## src/rtl/pc_pkg.sv

```systemverilog
// Shared definitions for the program-counter sequencer.
// Provides the op encoding used by the control unit and the op field width.
// Codes not listed here (3'b110, 3'b111) are treated as HOLD by the sequencer.
package pc_pkg;

  localparam int OP_W = 3;

  localparam logic [OP_W-1:0] OP_HOLD   = 3'b000;
  localparam logic [OP_W-1:0] OP_INC    = 3'b001;
  localparam logic [OP_W-1:0] OP_JUMP   = 3'b010;
  localparam logic [OP_W-1:0] OP_BRANCH = 3'b011;
  localparam logic [OP_W-1:0] OP_CALL   = 3'b100;
  localparam logic [OP_W-1:0] OP_RET    = 3'b101;

endpackage : pc_pkg

```

## src/rtl/pc_ret_stack.sv

```systemverilog
// Hardware return-address LIFO for the pc sequencer.
// Ports: clk, rst (async, active-high), push/din write a new entry, pop drops
// the top entry, top shows the newest entry (0 when empty), empty/full flags.
// Push when full and pop when empty are ignored; the parent flags the error.
module pc_ret_stack #(
  parameter int PC_WIDTH    = 8,
  parameter int STACK_DEPTH = 4
) (
  input  logic                clk,
  input  logic                rst,
  input  logic                push,
  input  logic                pop,
  input  logic [PC_WIDTH-1:0] din,
  output logic [PC_WIDTH-1:0] top,
  output logic                empty,
  output logic                full
);

  // Pointer counts held entries, 0..STACK_DEPTH.
  localparam int SP_W  = $clog2(STACK_DEPTH + 1);
  // Storage is rounded up to a power of two so the pointer indexes it at
  // exactly its own width; only the first STACK_DEPTH slots are ever written.
  localparam int MEM_N = 1 << SP_W;
  localparam logic [SP_W-1:0] SP_MAX = SP_W'(STACK_DEPTH);

  logic [SP_W-1:0]     sp;
  logic [SP_W-1:0]     sp_m1;
  logic [PC_WIDTH-1:0] mem [MEM_N];
  logic                do_push;
  logic                do_pop;

  assign empty   = (sp == '0);
  assign full    = (sp == SP_MAX);
  assign do_push = push & ~full;
  assign do_pop  = pop & ~empty;
  assign sp_m1   = sp - 1'b1;
  assign top     = empty ? '0 : mem[sp_m1];

  always_ff @(posedge clk or posedge rst) begin
    if (rst) begin
      sp <= '0;
    end else if (do_push) begin
      sp <= sp + 1'b1;
    end else if (do_pop) begin
      sp <= sp_m1;
    end
  end

  // Entry contents need no reset: they are only visible through top when
  // the pointer says they are valid.
  always_ff @(posedge clk) begin
    if (do_push) begin
      mem[sp] <= din;
    end
  end

endmodule : pc_ret_stack

```

## src/rtl/pc_sequencer.sv

```systemverilog
// Program-counter sequencer: increment, jump, conditional relative branch,
// call/return via an internal return stack, sticky overflow/underflow err.
// Ports: clk, rst (async, active-high), en, op, target, offset, cond, clr_err
// in; pc, ret_top, stack_empty, stack_full, err out. All outputs registered.
// Optional macro PC_TRACE_EN adds pc_changed, a one-cycle pulse after any
// edge where pc took a non-sequential value (JUMP, taken BRANCH, CALL, RET).
module pc_sequencer
  import pc_pkg::*;
#(
  parameter int PC_WIDTH    = 8,
  parameter int OFF_WIDTH   = 6,
  parameter int STEP        = 1,
  parameter int STACK_DEPTH = 4,
  parameter int RESET_VEC   = 0
) (
  input  logic                 clk,
  input  logic                 rst,
  input  logic                 en,
  input  logic [OP_W-1:0]      op,
  input  logic [PC_WIDTH-1:0]  target,
  input  logic [OFF_WIDTH-1:0] offset,
  input  logic                 cond,
  input  logic                 clr_err,
  output logic [PC_WIDTH-1:0]  pc,
  output logic [PC_WIDTH-1:0]  ret_top,
  output logic                 stack_empty,
  output logic                 stack_full,
  output logic                 err
`ifdef PC_TRACE_EN
  ,
  output logic                 pc_changed
`endif
);

  localparam logic [PC_WIDTH-1:0] STEP_V  = PC_WIDTH'(STEP);
  localparam logic [PC_WIDTH-1:0] RESET_V = PC_WIDTH'(RESET_VEC);

  logic [PC_WIDTH-1:0] pc_nxt;
  logic [PC_WIDTH-1:0] pc_seq;
  logic [PC_WIDTH-1:0] off_ext;
  logic                push;
  logic                pop;
  logic                err_set;
  logic                nonseq;

  // Modular arithmetic: plain PC_WIDTH-bit adds drop the carry, giving the
  // silent wrap for both increment and branch.
  assign pc_seq  = pc + STEP_V;
  assign off_ext = PC_WIDTH'($signed(offset));

  pc_ret_stack #(
    .PC_WIDTH    (PC_WIDTH),
    .STACK_DEPTH (STACK_DEPTH)
  ) u_stack (
    .clk   (clk),
    .rst   (rst),
    .push  (push),
    .pop   (pop),
    .din   (pc_seq),
    .top   (ret_top),
    .empty (stack_empty),
    .full  (stack_full)
  );

  always_comb begin
    pc_nxt  = pc;
    push    = 1'b0;
    pop     = 1'b0;
    err_set = 1'b0;
    nonseq  = 1'b0;
    if (en) begin
      case (op)
        OP_INC: begin
          pc_nxt = pc_seq;
        end
        OP_JUMP: begin
          pc_nxt = target;
          nonseq = 1'b1;
        end
        OP_BRANCH: begin
          if (cond) begin
            pc_nxt = pc + off_ext;
            nonseq = 1'b1;
          end else begin
            pc_nxt = pc_seq;
          end
        end
        OP_CALL: begin
          if (stack_full) begin
            err_set = 1'b1;
          end else begin
            push   = 1'b1;
            pc_nxt = target;
            nonseq = 1'b1;
          end
        end
        OP_RET: begin
          if (stack_empty) begin
            err_set = 1'b1;
          end else begin
            pop    = 1'b1;
            pc_nxt = ret_top;
            nonseq = 1'b1;
          end
        end
        default: begin
          pc_nxt = pc;
        end
      endcase
    end
  end

  always_ff @(posedge clk or posedge rst) begin
    if (rst) begin
      pc <= RESET_V;
    end else begin
      pc <= pc_nxt;
    end
  end

  // A new error takes priority over a same-cycle clear; clear works even
  // while en is low.
  always_ff @(posedge clk or posedge rst) begin
    if (rst) begin
      err <= 1'b0;
    end else if (err_set) begin
      err <= 1'b1;
    end else if (clr_err) begin
      err <= 1'b0;
    end
  end

`ifdef PC_TRACE_EN
  always_ff @(posedge clk or posedge rst) begin
    if (rst) begin
      pc_changed <= 1'b0;
    end else begin
      pc_changed <= nonseq;
    end
  end
`else
  // Only the trace output consumes this flag.
  logic unused_nonseq;
  assign unused_nonseq = nonseq;
`endif

endmodule : pc_sequencer

```

## config.mk

```make
export PLATFORM = sky130hd
export DESIGN_NAME = pc_sequencer
export DESIGN_NICKNAME = d
export VERILOG_FILES = /design/src/rtl/pc_pkg.sv /design/src/rtl/pc_ret_stack.sv /design/src/rtl/pc_sequencer.sv
export SDC_FILE = /design/constraint.sdc
export NUM_CORES = 1
export LEC_CHECK = 0
export ABC_AREA = 1
export BUFFER_PORTS_ARGS = -buffer_cell sky130_fd_sc_hd__buf_2
export CORE_ASPECT_RATIO = 1.1
export CORE_UTILIZATION = 64
export DETAILED_ROUTE_END_ITERATION = 6
export GPL_TIMING_DRIVEN = 0
export HOLD_SLACK_MARGIN = 0.05
export PLACE_DENSITY = 0.85
export SETUP_SLACK_MARGIN = 0.5
export SYNTH_ARGS = -nofsm -noshare
export SYNTH_HDL_FRONTEND = slang
export SYNTH_SLANG_ARGS = --single-unit
```

## constraint.sdc

```tcl
create_clock -name clk -period 4.5 [get_ports clk]
set_input_delay 0.45 -clock clk [delete_from_list [all_inputs] [get_ports clk]]
set_output_delay 0.45 -clock clk [all_outputs]
set_load 0.03 [all_outputs]
```

## After elaboration in Yosys (flattened, before gate mapping)

Memories as Yosys holds them, arrays and structs flattened.
Index checks and enable logic that the tools add are counted.

- Bits in writable memories: 64
- Register bits: 12
- Output and inout bits: 19
- Memories: 1

- Muxes and demuxes: 21
- Reduce and logical (&&, ||, !) cells: 5
- $add $sub $neg: 4
- Eq/ne operators: 8
- Bitwise operators: 4

Memories:

| name | depth | width | rd ports | clocked after memory_dff | wr ports | RTL line | RTL |
|---|---|---|---|---|---|---|---|
| u_stack.mem | 8 | 8 | 1 | 0 | 1 | pc_ret_stack.sv:28 | `logic [PC_WIDTH-1:0] mem [MEM_N];` |

Operators with widths:

| operator | count |
|---|---|
| $pmux 8 s5 | 1 |
| $mux 8 | 4 |
| $mux 1 | 13 |
| $eq 3x3->1 const B | 3 |
| $add 8x1->8 const B | 1 |
| $add 8x8->8 | 1 |
| $eq 3x2->1 const B | 2 |
| $mux 3 | 2 |
| $reduce_bool 5->1 | 1 |
| $ne 2x2->1 const B | 2 |
| $reduce_and 4->1 | 1 |
| $reduce_bool 2->1 | 2 |
| $add 3x1->3 const B | 1 |
| $eq 3x1->1 const B | 1 |
| $logic_not 3->1 | 1 |
| $sub 3x1->3 const B | 1 |
| $and 1x1->1 | 2 |
| $not 1->1 | 2 |
| $pmux 1 s2 | 1 |

## Longest topological paths before layout

Gate-level depths: netlist of the first run.

- Depth after elaboration: 7
- Mapped depth: 14

## Hierarchy

A second synthesis of the first run with hierarchy kept.

- Cells, all modules: 531
- Area, all modules: 4449.3 sq um

By module, submodules not included:

| module | instances | seq. area each (sq um) | area an instance (sq um) | cells an instance |
|---|---|---|---|---|
| pc_ret_stack | 1 | 1996.9 | 3139.3 | 321 |
| pc_sequencer | 1 | 225.2 | 1310.0 | 210 |

## Worst setup path before layout of the first run

Ideal clock, no wire load.

- Kind: register to register
- From: register u_stack.sp[0]
- To: memory u_stack.mem[4][0], enable pin
- Arrival time: 2.451 ns
- Cell stages (with the launch flop): 10
- Library setup time: 0.383 ns
- Path slack: 1.666 ns
- Cell sequence: dfrtp_1 buf_2 inv_2 clkbuf_1 ha_1 nand2_1 inv_1 nor3_1 nand2_1 nor3_1

- Word-level cells in the longest chain between the ends: 7

Ends and longest elaborated chain:

| what | RTL line | RTL |
|---|---|---|
| from (decl) | pc_ret_stack.sv:26 | `logic [SP_W-1:0] sp;` |
| from (signal assigned) | pc_ret_stack.sv:43 | `sp <= sp + 1'b1;` |
| from (signal assigned) | pc_ret_stack.sv:45 | `sp <= sp_m1;` |
| $eq 3x3->1 * | pc_ret_stack.sv:33 | `assign full = (sp == SP_MAX);` |
| via stack_full | pc_sequencer.sv:27 | `output logic stack_full,` |
| $mux 1 | pc_sequencer.sv:89 | `if (stack_full) begin` |
| $mux 1 | pc_sequencer.sv:72 | `case (op)` |
| $mux 1 | pc_sequencer.sv:71 | `if (en) begin` |
| $and 1x1->1 * | pc_ret_stack.sv:34 | `assign do_push = push & ~full;` |
| $mux 1 * | pc_ret_stack.sv:52 | `if (do_push) begin` |
| $mux 1 (implied by the code) * | pc_ret_stack.sv:53 | `mem[sp] <= din;` |
| to (decl) | pc_ret_stack.sv:28 |  |

Mark *: on every way through the listed nets, which the timed path passes. The rest lies on a longest branch.

## Worst setup path after layout of the first run

- From: register u_stack.sp[0]
- To: output ret_top[1]

- Word-level cells in the longest chain between the ends: 3

Ends and longest elaborated chain:

| what | RTL line | RTL |
|---|---|---|
| $sub 3x1->3 | pc_ret_stack.sv:36 | `assign sp_m1 = sp - 1'b1;` |
| $mem_v2 8x8 | - |  |
| $mux 8 * | pc_ret_stack.sv:37 | `assign top = empty ? '0 : mem[sp_m1];` |
| to (decl) | pc_sequencer.sv:25 | `output logic [PC_WIDTH-1:0] ret_top,` |

Every way passes the cells marked *; elsewhere a longest branch is shown, timed or not.

==> results of run 1 <==
## area by class of cell
cell class,count,area (µm²)
clock buffer,10,128
clock inverter,5,125
timing repair buffer,39,195
sequential,76,2220
tap,80,100
multi-input combinational,332,1630
fill,449,1510
buffer,14,67.6
inverter,66,248
## cell usage in the layout, fill, tap and decap left out
| master | count |
|---|---|
| a21boi_0 | 1 |
| a21oi_1 | 11 |
| and3_1 | 7 |
| buf_2 | 45 |
| buf_6 | 1 |
| bufinv_16 | 4 |
| clkbuf_1 | 8 |
| clkbuf_8 | 9 |
| clkinv_2 | 1 |
| dfrtp_1 | 12 |
| edfxtp_1 | 64 |
| fa_1 | 1 |
| ha_1 | 12 |
| inv_1 | 63 |
| inv_2 | 3 |
| nand2_1 | 125 |
| nand2_4 | 1 |
| nand3_1 | 48 |
| nand3b_1 | 1 |
| nand4_1 | 8 |
| nor2_1 | 61 |
| nor2_4 | 1 |
| nor3_1 | 5 |
| o211ai_1 | 5 |
| o21ai_0 | 38 |
| o21bai_1 | 2 |
| o22ai_4 | 1 |
| xnor2_2 | 1 |
| xor2_1 | 2 |
| xor2_2 | 1 |
## per-stage QoR
stage | total power, µW | cell area, µm²
2_1_floorplan | 2250 | 4170
3_3_place_gp | 2750 | 4470
5_1_grt | 3690 | 4720
3_5_place_dp | 2810 | 4470
6_report | 3520 | 4720
4_1_cts | 3480 | 4720
## sequential cells by signal, indices dropped and copies added, names as in the netlist
| register | count |
|---|---|
| u_stack.sp | 3 |
| u_stack.mem | 64 |
| err | 1 |
| pc | 8 |
## worst max-delay path: stages (launching register included)
cell and delay [ns]:
dfrtp_1 0.38, buf_2 0.19, inv_2 0.13, clkbuf_1 0.44, ha_1 0.42, inv_1 0.12, clkbuf_1 0.46, nor2_1 0.13
o21ai_0 0.12, nand3_1 0.13, and3_1 0.22, buf_2 0.17
## Yosys cell counts
library cell  number  share of area
edfxtp_1          64           0.46
a21boi_0           1         0.0018
xor2_2             1         0.0039
o21ai_0           38          0.046
fa_1               1         0.0048
a21oi_1           11          0.013
xor2_1             2         0.0042
nand2_1          125           0.11
nand2_4            1         0.0027
o21bai_1           2         0.0036
nand3_1           48          0.058
dfrtp_1           12          0.072
nor2_1            61          0.055
buf_2              6         0.0072
nand3b_1           1         0.0018
clkbuf_1           7         0.0063
o211ai_1           5         0.0090
nor3_1             5         0.0060
inv_2              3         0.0027
nor2_4             1         0.0027
buf_6              1         0.0027
and3_1             7          0.011
nand4_1            8          0.012
xnor2_2            1         0.0039
inv_1             63          0.057
o22ai_4            1         0.0048
ha_1              12          0.036
## worst max-delay path by stage
stage / end / start / slack [ns] / cells after the start
final: ret_top[1] / u_stack.sp[0] / 0.77 / 11
after global routing: u_stack.mem[7][5] / u_stack.sp[0] / 0.65 / 9
after CTS: ret_top[3] / u_stack.sp[0] / 0.86 / 9
after detailed placement: u_stack.mem[7][1] / u_stack.sp[0] / 0.98 / 9
after global placement: u_stack.mem[6][2] / u_stack.sp[0] / 0.95 / 9
after floorplan: u_stack.mem[4][0] / u_stack.sp[0] / 1.67 / 9
## kinds of logic after synthesis
family          synth area share
compound gates            0.0780
xor+xnor                  0.0120
fa+ha+maj                 0.0408
buf+inv                   0.0756
flops                      0.533
simple gates               0.261
## layer usage
metal,share of wire,vias up,GRT usage
li1,-,1714,-
met1,0.36,1658,0.397
met2,0.52,207,0.603
met3,0.081,51,0.0516
met4,0.039,0,0.179
met5,0,-,0
## report_power, final
group          switching [µW]  leakage, µW  total [µW]  internal, µW
registers                81.5     0.000732         971           889
logic                    1350      0.00133        1890           542
clock network             239     0.000126         659           421
==> flow_metrics.py, run 1 <==
metrics = {
    "routing": {
        "dr.first_iter.drc_count": 629,
        "drc": 2,
        "viasPerCell": 5.84,
        "finalWirelength_mm": 10.7,
        "drtPass1Iterations": 7,
        "num_vias": 3630,
        "wl_per_cell_um": 17.2,
        "final_antenna_net_count": 0,
    },
    "grt": {
        "gr-total-overflow": 0,
        "grt_pass1_vias": 3566,
        "grt_first_pass_wirelength_mm": 17.1,
        "antenna_found_initial": 0,
        "grt_max_degree": 13,
        "grt_usage": 0.340,
    },
    "floorplan": {
        "start_util": 0.669,
        "num_rows": 30,
        "ios": 41,
        "die_h_um": 86.7,
        "die_area_um2": 6840,
        "die_w_um": 79.0,
        "coreArea_um2": 6230,
    },
    "synth": {
        "synth_seq_cells": 76,
        "syn-num-nets": 523,
        "ys_warn_count": 0,
        "synth.distinct_cells": 27,
        "synth_cells": 488,
        "synth.avg_cell_area_um2": 8.55,
        "ys_seq_area_frac": 0.533,
        "synth.cell_area_um2": 4170,
    },
    "finish": {
        "drive_gt1_frac": 0.125,
        "nets": 573,
        "final_cells": 622,
        "antenna_cells": 0,
        "area_growth_syn_to_layout_pct": 13.1,
        "final_core_util": 0.757,
    },
    "sta": {
        "tightestPinTransition_ns": 1.25,
        "max_slew_margin": 0.158,
        "hold_viol": 0,
        "maxSlewViolCount": 0,
        "setup_violations": 0,
        "layout_min_cycle_time_ns": 3.73,
        "post-route-period-util": 0.830,
        "fin_setup_tns_ns": 0,
        "layout_setup_ws_ns": 0.766,
        "fmax_mhz": 268,
        "rsz0062_at_grt": "false",
        "holdWs_ns": 0.118,
        "skew_ns": 0.0131,
    },
    "cts": {
        "clk_latency_ns": 0.35,
        "hold_buffers": 0,
        "cts_resized": 0,
        "cts_setup_buffers": 0,
        "clockBufferDepth": 2,
        "cts_buffers": 9,
        "path_clk_slew_ns": 0.08,
        "cts_tree": "built",
        "clock-sinks": 76,
        "clock-root-buffer": "clkbuf_8",
        "h-tree-depth": 3,
    },
    "placement": {
        "placedCellCount": 607,
        "place_ws_ns": 0.978,
        "io_buffers": 39,
        "place_congestion": 0.926,
        "dp_hpwl_mm": 7.76,
    },
    "job": {
        "max_cap_viol_count": 0,
    },
    "setup_path": {
        "reg2reg_depth": 9,
        "cp-start-kind": "flop",
        "r2r-start": "u_stack.sp[0]",
        "r2r-end": "u_stack.mem[7][5]",
        "rrSetupSlack_ns": 0.90,
        "cp_max_fo": 11,
        "path_class": "reg2out",
        "crit_required_ns": 4.05,
        "cp.arrival_ns": 3.28,
        "end_kind": "output pin",
    },
    "power": {
        "vdd.ir_drop.worst_mv": 0.551,
        "powerDensity_nw_per_um2": 747,
        "leakagePower_uw": 0.00219,
    },
    "hold_path": {
        "worstHoldPathType": "in2async",
    },
    "outcome": {
        "violations": "DRC",
        "outcome": "finished with violations",
    },
}
Note: power is estimated with default switching activity, not from simulation.
==> run 2, diff against run 1 <==
--- a/config.mk
+++ b/config.mk
@@ -8,11 +8,11 @@
 export ABC_AREA = 1
 export BUFFER_PORTS_ARGS = -buffer_cell sky130_fd_sc_hd__buf_2
 export CORE_ASPECT_RATIO = 1.1
-export CORE_UTILIZATION = 64
+export CORE_UTILIZATION = 59
 export DETAILED_ROUTE_END_ITERATION = 6
 export GPL_TIMING_DRIVEN = 0
 export HOLD_SLACK_MARGIN = 0.05
-export PLACE_DENSITY = 0.85
+export PLACE_DENSITY = 0.8
 export SETUP_SLACK_MARGIN = 0.5
 export SYNTH_ARGS = -nofsm -noshare
 export SYNTH_HDL_FRONTEND = slang
==> constraint.sdc (replaced) <==
create_clock -name clk -period 3.8 [get_ports clk]
set_input_delay 0.38 -clock clk [delete_from_list [all_inputs] [get_ports clk]]
set_output_delay 0.38 -clock clk [all_outputs]
set_load 0.03 [all_outputs]
==> flow_metrics.py, run 2 (synthesis results as in run 1) <==
metrics = {
    "outcome": {
        "outcome": "completed",
    },
    "hold_path": {
        "worstHoldPathType": "in2async",
    },
    "sta": {
        "hold_viol": 0,
        "setup_violations": 0,
        "fin_setup_tns_ns": 0,
        "skew_ns": 0.00927,
        "post-route-period-util": 0.826,
        "rsz0062_at_grt": "false",
        "layout_min_cycle_time_ns": 3.14,
        "maxSlewViolCount": 0,
        "fmax_mhz": 319,
        "max_slew_margin": 0.398,
        "tightestPinTransition_ns": 0.899,
    },
    "grt": {
        "grt_usage": 0.310,
        "antenna_found_initial": 0,
        "gr-total-overflow": 0,
        "grt_first_pass_wirelength_mm": 16.7,
        "grt_max_degree": 13,
        "grt_pass1_vias": 3479,
    },
    "setup_path": {
        "end_kind": "output pin",
        "cpPeakStageDelay_ns": 0.37,
        "crit_start": "u_stack.sp[0]",
        "reg2reg_depth": 9,
        "crit_required_ns": 3.42,
        "path_class": "reg2out",
        "cp_slowest_cell": "dfrtp_1",
        "r2r-start": "u_stack.sp[0]",
        "cp-start-kind": "flop",
        "cp.arrival_ns": 2.76,
        "crit_path_end": "ret_top[4]",
        "cp_max_fo": 11,
        "rrSetupSlack_ns": 0.69,
        "r2r-end": "u_stack.mem[3][2]",
        "path_cells": "buf_2, inv_2, buf_2, ha_4, inv_1, clkbuf_2, nor2_1, o21ai_0, nand3_1, and3_1, buf_2",
        "path_common_cell": "buf_2",
    },
    "routing": {
        "finalWirelength_mm": 10.6,
        "viasPerCell": 5.69,
        "drc": 0,
        "dr.first_iter.drc_count": 421,
        "wl_per_cell_um": 17.0,
        "final_antenna_net_count": 0,
        "num_vias": 3559,
        "drtPass1Iterations": 5,
    },
    "placement": {
        "place_congestion": 1.00,
        "placedCellCount": 609,
        "io_buffers": 39,
        "dp_hpwl_mm": 7.78,
    },
    "cts": {
        "cts_setup_buffers": 0,
        "h-tree-depth": 3,
        "cts_buffers": 9,
        "cts_tree": "built",
        "clock-root-buffer": "clkbuf_8",
        "path_clk_slew_ns": 0.08,
        "clockBufferDepth": 2,
        "clk_latency_ns": 0.34,
        "clock-sinks": 76,
    },
    "floorplan": {
        "die_w_um": 82.2,
        "die_area_um2": 7410,
        "num_rows": 31,
        "start_util": 0.621,
        "ios": 41,
        "die_h_um": 90.2,
        "coreArea_um2": 6710,
    },
    "power": {
        "vdd.ir_drop.worst_mv": 0.682,
        "leakagePower_uw": 0.00216,
        "power_uw": 3910,
        "powerDensity_nw_per_um2": 838,
    },
    "finish": {
        "regMostFlops": "u_stack.mem",
        "final_common_cell": "nand2_1",
        "final_cells": 625,
        "largest_register_ffs": 64,
        "top_regs": "u_stack.mem x64, pc x8, u_stack.sp x3",
        "antenna_cells": 0,
        "drive_gt1_frac": 0.138,
        "area_growth_syn_to_layout_pct": 11.8,
        "nFillCells": 561,
        "nets": 574,
        "mostFrequentLayoutCells": "nand2_1, edfxtp_1, inv_1, nor2_1, nand3_1",
    },
    "job": {
        "max_cap_viol_count": 0,
    },
}
## run 2: changes by cell type in the layout (fill, tap and decap cells not counted), sizes merged
cell | previous run | this run
buf | 46 | 48
bufinv | 4 | 0
clkbuf | 17 | 15
clkinv | 1 | 4
clkinvlp | 0 | 2
## run 2: power by group
group	switching [µW]	internal, µW	leakage (µW)
Sequential	101	1050	0.000732
Combinational	1570	670	0.00135
Clock	284	226	0.0000760
## run 2: repair_timing
| item | in CTS | in global routing |
|---|---|---|
| endpoints found under the setup margin | 40 | 52 |
| hold buffers | 0 | 0 |
| pin swaps | 0 | 0 |
| gates resized for setup | 3 | 5 |
## run 2: critical path, delay by kind of cell, from the launching register on
family          cells  cell delay, ns
buf+inv             6            1.08
simple gates        3            0.53
compound gates      1            0.08
fa+ha+maj           1            0.35
flops               1            0.37
## run 2: how the worst min path moves through the flow
stage	startpoint	endpoint	slack (ns)	cells after the start
final	rst	pc[4]	0.08	2
after global routing	rst	pc[4]	0.12	2
after CTS	rst	err	0.1	2
after detailed placement	rst	pc[4]	0.46	2
after global placement	rst	pc[3]	0.44	2
after floorplan	rst	err	0.24	1
## run 2: stage by stage
| step | instance area (µm²) | util | worst slack, ns | hold slack, ns |
|---|---|---|---|---|
| global route | 4660 | 0.695 | 0.522 | 0.123 |
| floorplan | 4170 | - | 0.966 | 0.245 |
| CTS | 4630 | 0.690 | 0.253 | 0.0958 |
| finish | 4660 | 0.695 | 0.661 | 0.0775 |
| global placement | 4470 | 0.666 | 0.276 | 0.444 |
| detailed placement | 4470 | 0.666 | 0.180 | 0.459 |
## run 2: metal layers
layer	track usage	up-vias	part of all wire
met1	0.398	1659	0.40
met2	0.508	157	0.51
met5	0	-	0
met4	0.154	0	0.037
met3	0.0355	31	0.056
li1	-	1712	-
## run 2: cell type report
cell class | count | area (µm²) | area share
sequential | 76 | 2220 | 0.477
multi-input combinational | 332 | 1660 | 0.356
inverter | 66 | 248 | 0.0531
timing repair buffer | 40 | 203 | 0.0435
clock buffer | 9 | 124 | 0.0266
tap | 82 | 103 | 0.0220
buffer | 14 | 71.3 | 0.0153
clock inverter | 6 | 32.5 | 0.00698
